### config.mk
export PLATFORM = sky130hd
export DESIGN_NAME = cypherdb_delay_pulse_gen
export DESIGN_NICKNAME = d
export VERILOG_FILES = /design/src/rtl/cypherdb_delay_pulse_gen.sv
export SDC_FILE = /design/constraint.sdc
export NUM_CORES = 1
export LEC_CHECK = 0
export ABC_AREA = 0
export BUFFER_PORTS_ARGS = -buffer_cell sky130_fd_sc_hd__clkbuf_2
export CELL_PAD_IN_SITES_DETAIL_PLACEMENT = 1
export CELL_PAD_IN_SITES_GLOBAL_PLACEMENT = 1
export CORE_MARGIN = 3
export CORE_UTILIZATION = 37
export CTS_CLUSTER_SIZE = 25
export DETAILED_ROUTE_END_ITERATION = 16
export PLACE_DENSITY = 0.78
export SLEW_MARGIN = 20
export SYNTH_ARGS = -nofsm -noshare
export SYNTH_HDL_FRONTEND = slang
export SYNTH_SLANG_ARGS = --single-unit
export TNS_END_PERCENT = 30
### constraint.sdc
create_clock -name clk -period 1.8 [get_ports clk]
set_clock_uncertainty 0.2 [all_clocks]
set_input_delay 0.09 -clock clk [delete_from_list [all_inputs] [get_ports clk]]
set_output_delay 0.09 -clock clk [all_outputs]
set_load 0.05 [all_outputs]
### src/rtl/cypherdb_delay_pulse_gen.sv
// Delayed-start pulse generator for the CypherDB datapath.
// A rising edge on `in` launches a request: start_stall is held for D+1
// cycles, then pulse is held for PULSE_W cycles. One further request can
// wait in a pending slot while busy; a request that finds the slot full is
// dropped and reported on pend_ovf. abort cancels the request in flight and
// the pending one.
//
// Handshake: there is no back-pressure. A request is a single-cycle rising
// edge of `in`. It is either launched (IDLE), stored in the pending slot
// (busy, slot free or being emptied this cycle), or dropped with a one-cycle
// pend_ovf report. ra/rb are sampled in the same cycle as the edge.
module cypherdb_delay_pulse_gen #(
   parameter int AW        = 5,
   parameter int CNT_W     = 4,
   parameter int DEF_DELAY = 5,
   parameter int PULSE_W   = 1
) (
   input  logic             clk,
   input  logic             rst,
   input  logic             in,
   input  logic [AW-1:0]    ra,
   input  logic [AW-1:0]    rb,
   input  logic             cfg_use,
   input  logic [CNT_W-1:0] delay_cfg,
   input  logic             abort,
   output logic             start_stall,
   output logic             busy,
   output logic             pulse,
   output logic [AW-1:0]    cache_ra,
   output logic [AW-1:0]    cache_rb,
   output logic             pend_ovf
);

   localparam int PCW = $clog2(PULSE_W + 1);

   typedef enum logic [1:0] {
      IDLE  = 2'd0,
      DELAY = 2'd1,
      FIRE  = 2'd2
   } state_t;

   state_t           state_q,    state_d;
   logic [CNT_W-1:0] cnt_q,      cnt_d;
   logic [PCW-1:0]   pcnt_q,     pcnt_d;
   logic             pend_vld_q, pend_vld_d;
   logic [AW-1:0]    pend_ra_q,  pend_ra_d;
   logic [AW-1:0]    pend_rb_q,  pend_rb_d;
   logic [AW-1:0]    cache_ra_q, cache_ra_d;
   logic [AW-1:0]    cache_rb_q, cache_rb_d;
   logic             pend_ovf_q, pend_ovf_d;
   logic             in_d_q,     in_d_d;

   logic             req_edge;
   logic [CNT_W-1:0] dly_val;
   logic             pend_consumed;
   logic             edge_launched;

   // Next-state and datapath: abort first, then the FSM, then pending capture.
   always_comb begin
      state_d       = state_q;
      cnt_d         = cnt_q;
      pcnt_d        = pcnt_q;
      pend_vld_d    = pend_vld_q;
      pend_ra_d     = pend_ra_q;
      pend_rb_d     = pend_rb_q;
      cache_ra_d    = cache_ra_q;
      cache_rb_d    = cache_rb_q;
      pend_ovf_d    = 1'b0;
      in_d_d        = in;
      pend_consumed = 1'b0;
      edge_launched = 1'b0;
      req_edge      = in & ~in_d_q;
      dly_val       = cfg_use ? delay_cfg : CNT_W'(DEF_DELAY);

      if (abort) begin
         // Cache keeps the last addresses; any same-cycle edge is discarded.
         state_d    = IDLE;
         cnt_d      = '0;
         pcnt_d     = '0;
         pend_vld_d = 1'b0;
      end else begin
         case (state_q)
            IDLE: begin
               if (req_edge) begin
                  cache_ra_d    = ra;
                  cache_rb_d    = rb;
                  cnt_d         = dly_val;
                  state_d       = DELAY;
                  edge_launched = 1'b1;
               end
            end
            DELAY: begin
               if (cnt_q != '0) begin
                  cnt_d = cnt_q - CNT_W'(1);
               end else begin
                  pcnt_d  = PCW'(PULSE_W - 1);
                  state_d = FIRE;
               end
            end
            FIRE: begin
               if (pcnt_q != '0) begin
                  pcnt_d = pcnt_q - PCW'(1);
               end else if (pend_vld_q) begin
                  // Back-to-back launch of the waiting request.
                  cache_ra_d    = pend_ra_q;
                  cache_rb_d    = pend_rb_q;
                  cnt_d         = dly_val;
                  pend_vld_d    = 1'b0;
                  state_d       = DELAY;
                  pend_consumed = 1'b1;
               end else if (req_edge) begin
                  // A request arriving on the last pulse cycle goes straight in.
                  cache_ra_d    = ra;
                  cache_rb_d    = rb;
                  cnt_d         = dly_val;
                  state_d       = DELAY;
                  edge_launched = 1'b1;
               end else begin
                  state_d = IDLE;
               end
            end
            default: begin
               state_d = IDLE;
            end
         endcase

         if (req_edge && (state_q != IDLE) && !edge_launched) begin
            if (!pend_vld_q || pend_consumed) begin
               pend_ra_d  = ra;
               pend_rb_d  = rb;
               pend_vld_d = 1'b1;
            end else begin
               pend_ovf_d = 1'b1;
            end
         end
      end
   end

   // State register; in_d resets high so a level held through reset is not a request.
   always_ff @(posedge clk or posedge rst) begin
      if (rst) begin
         state_q    <= IDLE;
         cnt_q      <= '0;
         pcnt_q     <= '0;
         pend_vld_q <= 1'b0;
         pend_ra_q  <= '0;
         pend_rb_q  <= '0;
         cache_ra_q <= '0;
         cache_rb_q <= '0;
         pend_ovf_q <= 1'b0;
         in_d_q     <= 1'b1;
      end else begin
         state_q    <= state_d;
         cnt_q      <= cnt_d;
         pcnt_q     <= pcnt_d;
         pend_vld_q <= pend_vld_d;
         pend_ra_q  <= pend_ra_d;
         pend_rb_q  <= pend_rb_d;
         cache_ra_q <= cache_ra_d;
         cache_rb_q <= cache_rb_d;
         pend_ovf_q <= pend_ovf_d;
         in_d_q     <= in_d_d;
      end
   end

   assign start_stall = (state_q == DELAY);
   assign pulse       = (state_q == FIRE);
   assign busy        = (state_q != IDLE) | pend_vld_q;
   assign cache_ra    = cache_ra_q;
   assign cache_rb    = cache_rb_q;
   assign pend_ovf    = pend_ovf_q;

endmodule

==> out/results.txt, run 1 <==
Initial Utilization: 40.2%
I/O Pins: 33
Hold_ws: 0.113 ns
Final WL: 5.44 mm
Drc violations: 0
Die Ht: 70.4 microns
Sw Share: 45.7%
Placed cell areas: 1850 sq um
Gate power share: 58.0%
EDFF count, synth: 0
CP max-delay cell: dfrtp_2
Slew HR: 75.4%
Leakage: 1.01 nW
Vias in the first global route: 1602
Die footprint: 4960 sq um
Hold Path Depth: 4
Total GRT Usage: 20.3%
Gpl congestion: 0.860
DIE WIDTH: 70.4 microns
Skew-Pair Late Insertion Delay: 0.28 ns
Top cell type by total area after synthesis: dfrtp_1
Flops & latches, synth: 29
Core ar.: 3830 sq um
Power Density: 1770 nW/um^2
Flop pwr share: 28.5%
Worst flop-to-flop path startpoint: state_q[1]
Syn nets: 173
Post-route ant nets: 0
Hold Path Sink: cnt_q[3]
Layout cells sized above 1: 47.1%
Critical Path AT: 1.79 ns
Post-layout nets: 244
CP startpoint kind: flip-flop
CTS tree: built
Synth Warn #: 0
Crit path capture type: flip-flop
Maxcap violations: 0
Final hold viol count: 0
Cell internal pwr: 0.00218 W
DR vias: 1500
DRT Pass-1 Iters: 4
Worst Reg-to-Reg Cells: 5
Clock share of power: 13.4%
H-tree depth: 2
DR iter-0 viols: 98
Top post-synthesis cells by area: dfrtp_1, mux2_2, o22ai_1, a21oi_1, ha_1
P_sw: 0.00184 W
Synth Cell Area: 1540 sq um
Vias per cell: 5.58
Prevailing post-synth register cell: dfrtp_1
Cell count after synthesis: 149
Fmax: 0.552 GHz
Final setup margin: -0.0121 ns
Worst Max-Slew Pin Slew: 0.369 ns
Worst hold path class: input port to flip-flop
Worst r2r dst: pend_ra_q[0]
CP delay by family, top: flip-flops
Failing checks: setup timing
Syn avg cell area: 10.3 sq um
Initial antenna violation count: 0
Max clock buf depth: 2
Number of buffers inserted during clock tree synthesis: 5
DP HPWL: 3.10 mm
Area Overhead vs Synth: 47.4%
CP required: 1.77 ns
GR Overflow Total: 0
Clk sink count: 29
Area share of the leading cell type in the synthesized netlist: 45.6%
Crit-path cells: buf_6 > ha_4 > xnor2_2 > nand3_4 > mux2_4
Commonest cells post-synth: dfrtp_1, nor2_1, o22ai_1, a21oi_1, mux2_2
WP buf/inv: 1
Post-route cell area: 2260 sq um
Reg2reg setup slack: -0.01 ns
TNS Setup: -0.0251 ns
Tmin final: 1.81 ns
Final setup fails: 3
Final Max Slew Viols: 0
Largest net degree at the start of global routing: 30
CP startpoint: state_q[1]
Wirelength per Cell: 20.2 microns
Crit path largest cell delay: 0.45 ns
Kind of critical path: flip-flop to flip-flop
Clock root cell: clkbuf_8
Synth async-reset ratio: 100%
Post-synthesis cell type count: 35
Clk slew on worst S/H paths: 0.07 ns
DP Worst Slack: -0.0848 ns
Tcrit/Tclk final: 101%
Critical-path maximum fanout: 10
Seq/Total Area, Yosys: 47.3%
Status: finished with violations
HP Start: delay_cfg[3]
RSZ-0062 raised after global routing: true
First-pass GRT wire length: 7.92 mm
Tot Pwr: 0.00402 W
Most frequent cell after synthesis: dfrtp_1
Max VDD drop: 0.807 mV
Rows: 22
IO buf count: 32
Diode count: 0
## timing repair
item	in CTS	in global routing
gates resized for setup	7	20
gates cloned	0	1
setup endpoints to repair	25	25
buffers inserted	2	11
endpoints found under the hold margin	52	0
pin swaps	0	6
hold buffers	13	0
## worst register-to-register path, delay by kind of cell, from the launching register on
family | cells | cell delay, ns
xor+xnor | 1 | 0.19
fa+ha+maj | 1 | 0.18
buf+inv | 1 | 0.13
flops | 1 | 0.45
mux | 1 | 0.34
simple gates | 1 | 0.20
## metrics by stage
| stage | std cells | util (%) |
|---|---|---|
| 2_1_floorplan | 149 | - |
| 3_3_place_gp | 234 | 48.4 |
| 3_5_place_dp | 234 | 48.4 |
| 4_1_cts | 257 | 55.0 |
| 5_1_grt | 269 | 59.2 |
| 6_report | 269 | 59.2 |
## logic make-up after synthesis
| logic type | count (synthesis) | synth area share [%] |
|---|---|---|
| XOR/XNOR | 2 | 1.14 |
| AND/OR/NAND/NOR | 37 | 13.0 |
| multiplexers | 13 | 9.53 |
| flip-flops | 29 | 47.3 |
| buffers and inverters | 17 | 5.70 |
| adder cells (fa/ha/maj) | 5 | 4.07 |
| AO/OA/AOI/OAI | 46 | 19.2 |
## how the worst max path moves through the flow
stage | end | slack, ns | cells past startpoint
2_1_floorplan | pend_ra_q[0] | -0.03 | 6
3_3_place_gp | pend_ra_q[0] | -0.01 | 5
3_5_place_dp | pend_ra_q[0] | -0.08 | 5
4_1_cts | state_q[0] | 0.007 | 7
5_1_grt | pend_ra_q[0] | -0.09 | 5
6_report | pend_ra_q[0] | -0.01 | 5
## cells in the final DEF (no fill, tap or decap), types with 3 or more instances in the layout
cell type | Yosys | final
a2bb2oi_1 | 3 | 3
buf_6 | 3 | 4
dlygate4sd3_1 | 0 | 13
dfrtp_2 | 0 | 3
ha_4 | 0 | 3
inv_1 | 11 | 9
mux2_2 | 13 | 12
o21ai_0 | 4 | 4
dfrtp_1 | 28 | 25
clkbuf_8 | 0 | 5
nand2_1 | 7 | 5
nor2_1 | 15 | 14
buf_4 | 0 | 20
a21oi_1 | 14 | 12
clkbuf_2 | 0 | 30
o22ai_1 | 15 | 13
## layer usage
metal  up-vias  global-route usage [%]  routed length, microns
li1        689                       -                       -
met1       763                    25.6                    2310
met2        35                    34.9                    2800
met3        13                    4.46                     183
met4         0                    4.89                     140
met5         -                       0                       0
## flip-flops by register name, summed over array words and instances (netlist names)
| signal | flops |
|---|---|
| pend_ovf | 1 |
| pend_ra_q | 5 |
| cnt_q | 4 |
| cache_ra | 5 |
| state_q | 2 |
| pend_vld_q | 1 |
| cache_rb | 5 |
| in_d_q | 1 |
| pend_rb_q | 5 |
## power by group through the flow
stage	combinational (W)	sequential, W	clock, W
floorplan	0.00108	0.00142	0
CTS	0.00196	0.00113	0.000543
detailed placement	0.00186	0.00113	0
finish	0.00233	0.00115	0.000540
global route	0.00249	0.00118	0.000574
global placement	0.00180	0.00111	0
## area by class of cell
| type | count | area (sq um) |
|---|---|---|
| fill | 418 | 1560 |
| multi-input combinational | 104 | 856 |
| sequential | 29 | 731 |
| timing repair buffer | 69 | 488 |
| clock buffer | 5 | 68.8 |
| tap | 48 | 60.1 |
| inverter | 11 | 43.8 |
| clock inverter | 3 | 17.5 |
(Power assumes the default switching activity.)
==> inputs of run 2 (changes only) <==
BUFFER_PORTS_ARGS = -buffer_cell sky130_fd_sc_hd__buf_4   (was -buffer_cell sky130_fd_sc_hd__clkbuf_2)
PLACE_DENSITY = unset   (was 0.78)
PLACE_DENSITY_LB_ADDON = 0.3   (was unset)
==> run 2 against run 1 <==
Against the previous run: the flow still finishes with violations (setup timing); combinational power increased by 3%; sequential share of layout area decreased by 0.72 points; register-to-register slack got worse by 0.02 ns; global-route usage increased by 0.53 points; cell count decreased by 0.37%; via count increased by 1.6%; die area unchanged; critical path type unchanged.
==> out/results.txt, run 2 (synthesis results as in run 1) <==
Kind of critical path: flip-flop to flip-flop
Tcrit/Tclk final: 102%
Post-route ant nets: 0
Initial Utilization: 40.2%
RSZ-0062 raised after global routing: true
Placed cell areas: 1980 sq um
Post-route cell area: 2310 sq um
DRT Pass-1 Iters: 4
Drc violations: 0
Skew-Pair Late Insertion Delay: 0.29 ns
Post-layout nets: 243
Vias per cell: 5.69
Status: finished with violations
Hold Path Sink: cnt_q[0]
Largest net degree at the start of global routing: 21
Worst Reg-to-Reg Cells: 5
Tot Pwr: 0.00410 W
Crit path largest cell delay: 0.40 ns
Final setup margin: -0.0278 ns
DIE WIDTH: 70.4 microns
Diode count: 0
Worst flop-to-flop path startpoint: state_q[1]
DR vias: 1524
Most common cell after layout, fill and taps aside: buf_4
Die footprint: 4960 sq um
P_sw: 0.00183 W
Sw Share: 44.5%
Fmax: 0.547 GHz
Core ar.: 3830 sq um
IO buf count: 32
Tmin final: 1.83 ns
Crit path capture type: flip-flop
Rows: 22
Worst hold path class: input port to flip-flop
Final Max Slew Viols: 0
Cell internal pwr: 0.00228 W
Clk sink count: 29
DR iter-0 viols: 66
Crit-path cells: buf_4 > ha_4 > xnor2_2 > nand3_4 > mux2_4
First-pass GRT wire length: 8.00 mm
Reg2reg setup slack: -0.03 ns
Maxcap violations: 0
Most frequent cells in the layout: buf_4, dfrtp_1, nor2_1
Clock share of power: 13.9%
Gate power share: 58.6%
Area Overhead vs Synth: 50.2%
Clock root cell: clkbuf_8
Power Density: 1780 nW/um^2
Flop pwr share: 27.5%
CP required: 1.78 ns
CP max-delay cell: dfrtp_1
Critical Path AT: 1.81 ns
DP HPWL: 3.33 mm
H-tree depth: 2
Critical-path maximum fanout: 10
Final hold viol count: 0
Worst Max-Slew Pin Slew: 0.487 ns
GR Overflow Total: 0
Layout cells sized above 1: 43.6%
Slew HR: 67.5%
Worst r2r dst: pend_ra_q[0]
TNS Setup: -0.158 ns
Die Ht: 70.4 microns
CTS tree: built
Gpl congestion: 0.892
Leakage: 1.03 nW
Final WL: 5.48 mm
HP Start: delay_cfg[0]
Wirelength per Cell: 20.4 microns
Max clock buf depth: 2
Final setup fails: 9
Number of buffers inserted during clock tree synthesis: 5
I/O Pins: 33
Hold Path Depth: 5
CP startpoint kind: flip-flop
Initial antenna violation count: 0
Failing checks: setup timing
Max VDD drop: 0.881 mV
Clk slew on worst S/H paths: 0.07 ns
Vias in the first global route: 1547
Total GRT Usage: 20.8%
==> run 2: cell types whose count changed in the layout (fill, tap and decap cells not counted), sizes merged <==
cell      change
clkinvlp      -1
clkinv        -2
buf          +31
clkbuf       -28
nor2b         -1
==> run 2: worst max path at each step <==
stage,start,end,cells after the start
4_1_cts,state_q[1],cnt_q[1],6
3_5_place_dp,state_q[0],cache_rb[0],6
6_report,state_q[1],pend_ra_q[0],5
2_1_floorplan,state_q[0],pend_ra_q[0],6
5_1_grt,state_q[0],pend_ra_q[0],5
3_3_place_gp,state_q[0],cache_ra[3],6
==> run 2: routing by layer <==
metal / part of all wire, % / track usage, %
met3: 3.5 / 5.32
met5: 0 / 0
met4: 2.6 / 6.38
met1: 43 / 26.4
met2: 51 / 34.4
==> run 2: power by group through the flow <==
stage	logic, W	clock network [W]	registers (W)
floorplan	0.00108	0	0.00142
global placement	0.00201	0	0.00110
detailed placement	0.00209	0	0.00112
CTS	0.00215	0.000566	0.00112
global route	0.00256	0.000607	0.00116
finish	0.00240	0.000571	0.00113
==> run 2: cell type report <==
cell class	count	area [sq um]
clock buffer	8	90.1
inverter	11	41.3
multi-input combinational	103	826
sequential	29	728
tap	48	60.1
fill	418	1520
timing repair buffer	69	563
==> run 2: what timing repair did <==
item / CTS / global route
gates cloned: 0 / 0
resized for setup: 4 / 9
hold endpoints to repair: 32 / 0
endpoints found under the setup margin: 13 / 26
buffers inserted: 0 / 7
hold buffers: 13 / 0
pin swaps: 0 / 3
==> run 2: critical path: cells and delay by family (launching register included) <==
kind,cells,cell delay [ns]
flops,1,0.40
xor+xnor,1,0.23
mux,1,0.35
buf+inv,1,0.15
fa+ha+maj,1,0.19
simple gates,1,0.20
==> run 2: stage by stage <==
stage / utilization, % / hold WS (ns) / worst slack, ns / cells
CTS: 57.8 / 0.122 / 0.00564 / 261
global placement: 51.7 / -0.0883 / 0.0357 / 240
detailed placement: 51.7 / -0.0758 / -0.0592 / 240
floorplan: - / -0.106 / -0.0304 / 149
finish: 60.3 / 0.0829 / -0.0278 / 268
global route: 60.3 / 0.126 / -0.0953 / 268
==> inputs of run 3 (changes only) <==
CAP_MARGIN = 20   (was unset)
CELL_PAD_IN_SITES_DETAIL_PLACEMENT = 0   (was 1)
==> run 3 against run 2 <==
Against the previous run: the flow now finishes without violations; global-route usage down 4.5 points; register-to-register slack improved by 0.06 ns; cell count down 1.5%; largest cell class unchanged; sequential power about the same; critical endpoint is now cnt_q[3].
==> out/results.txt, run 3 (synthesis results as in run 1) <==
Status: completed
Rows: 22
Max VDD drop: 0.948 mV
Most common cell after layout, fill and taps aside: buf_4
Diode count: 0
Area Overhead vs Synth: 49.0%
Crit path largest cell delay: 0.43 ns
Final WL: 3.98 mm
I/O Pins: 33
Final Max Slew Viols: 0
First-pass GRT wire length: 6.49 mm
Kind of critical path: flip-flop to flip-flop
Gpl congestion: 0.892
Total GRT Usage: 16.3%
Critical-path maximum fanout: 5
H-tree depth: 2
Maxcap violations: 0
Most frequent cells in the layout: buf_4, dfrtp_1, nor2_1, a21oi_1, o22ai_1
Largest net degree at the start of global routing: 21
Crit path capture type: flip-flop
Tmin final: 1.77 ns
Post-route ant nets: 0
DIE WIDTH: 70.4 microns
Die Ht: 70.4 microns
Vias per cell: 5.26
Multi-input combinational cell area: 820 sq um
Clk slew on worst S/H paths: 0.06 ns
Initial antenna violation count: 0
Critical Path AT: 1.73 ns
Final cell count without fillers: 264
Crit-path cells: inv_2 > ha_1 > buf_4 > a211o_1 > a32o_1
DP HPWL: 2.90 mm
Worst hold path class: input port to flip-flop
Vias in the first global route: 1361
Initial Utilization: 40.2%
Clk sink count: 29
Skew-Pair Late Insertion Delay: 0.27 ns
RSZ-0062 raised after global routing: true
DRT Pass-1 Iters: 4
Post-layout nets: 239
Power Density: 1760 nW/um^2
GR Overflow Total: 0
CP startpoint kind: flip-flop
Core ar.: 3830 sq um
IO buf count: 32
Clock root cell: clkbuf_8
Final setup fails: 0
Placed Cells: 240
Fmax: 0.566 GHz
Layout cells sized above 1: 42.6%
Max clock buf depth: 2
CP required: 1.76 ns
Drc violations: 0
Register area: 728 sq um
Fill cells: 320
DR vias: 1388
Leakage: 1.02 nW
Wirelength per Cell: 15.1 microns
Worst Max-Slew Pin Slew: 0.425 ns
Die footprint: 4960 sq um
TNS Setup: 0 ns
CP max-delay cell: dfrtp_2
CTS tree: built
Slew HR: 71.6%
Final hold viol count: 0
DR iter-0 viols: 49
Number of buffers inserted during clock tree synthesis: 5
Tcrit/Tclk final: 98.2%
[run 3: power breakdown]
| group | internal (W) | leakage (nW) | switching [W] |
|---|---|---|---|
| sequential | 0.000918 | 0.350 | 0.000199 |
| clock | 0.000451 | 0.0585 | 0.000239 |
| combinational | 0.00100 | 0.610 | 0.00121 |
[run 3: area by class of cell]
class,instances,share of cell area [%]
multi-input combinational,103,35.8
clock buffer,7,3.77
clock inverter,1,1.31
inverter,11,1.80
tap,48,2.62
timing repair buffer,65,22.9
sequential,29,31.8
[run 3: routing by layer]
layer	GRT usage [%]	up-vias	routed length (microns)
met5	0	-	0
met4	5.11	0	34
met3	3.31	4	167
met2	25.8	34	1910
met1	22.2	674	1860
li1	-	676	-
[run 3: what timing repair did]
| action | in CTS | in global routing |
|---|---|---|
| resized for setup | 3 | 8 |
| hold endpoints to repair | 32 | 0 |
| hold buffers | 13 | 0 |
| setup endpoints to repair | 21 | 27 |
| pin swaps | 0 | 1 |
| buffers inserted | 0 | 3 |
[run 3: critical path, delay by kind of cell, from the launching register on]
family,cells,cell delay (ns)
adder cells (fa/ha/maj),1,0.32
AO/OA/AOI/OAI,2,0.48
flip-flops,1,0.43
buffers and inverters,2,0.24
[run 3: through the flow]
stage	power [W]	instance area (sq um)	hold WS, ns	util, %	setup WS (ns)
after CTS	0.00390	2230	0.0912	58.3	0.00294
after global placement	0.00312	1980	-0.0883	51.7	0.0357
final	0.00402	2290	0.0975	59.8	0.0324
after floorplan	0.00251	1600	-0.106	-	-0.0304
after detailed placement	0.00317	1980	-0.0883	51.7	-0.0499
after global routing	0.00426	2290	0.144	59.8	-0.0407
[run 3: final timing paths]
path,startpoint,endpoint,slack [ns],cells after the start
min reg2reg,pend_rb_q[4],pend_rb_q[4],0.31,1
min in group asynchronous,rst,cnt_q[1],0.17,3
max,state_q[0],cnt_q[3],0.03,5
max in group asynchronous,rst,cache_rb[0],0.62,4
max reg2reg,state_q[0],cnt_q[3],0.03,5
min,delay_cfg[2],cnt_q[2],0.1,5
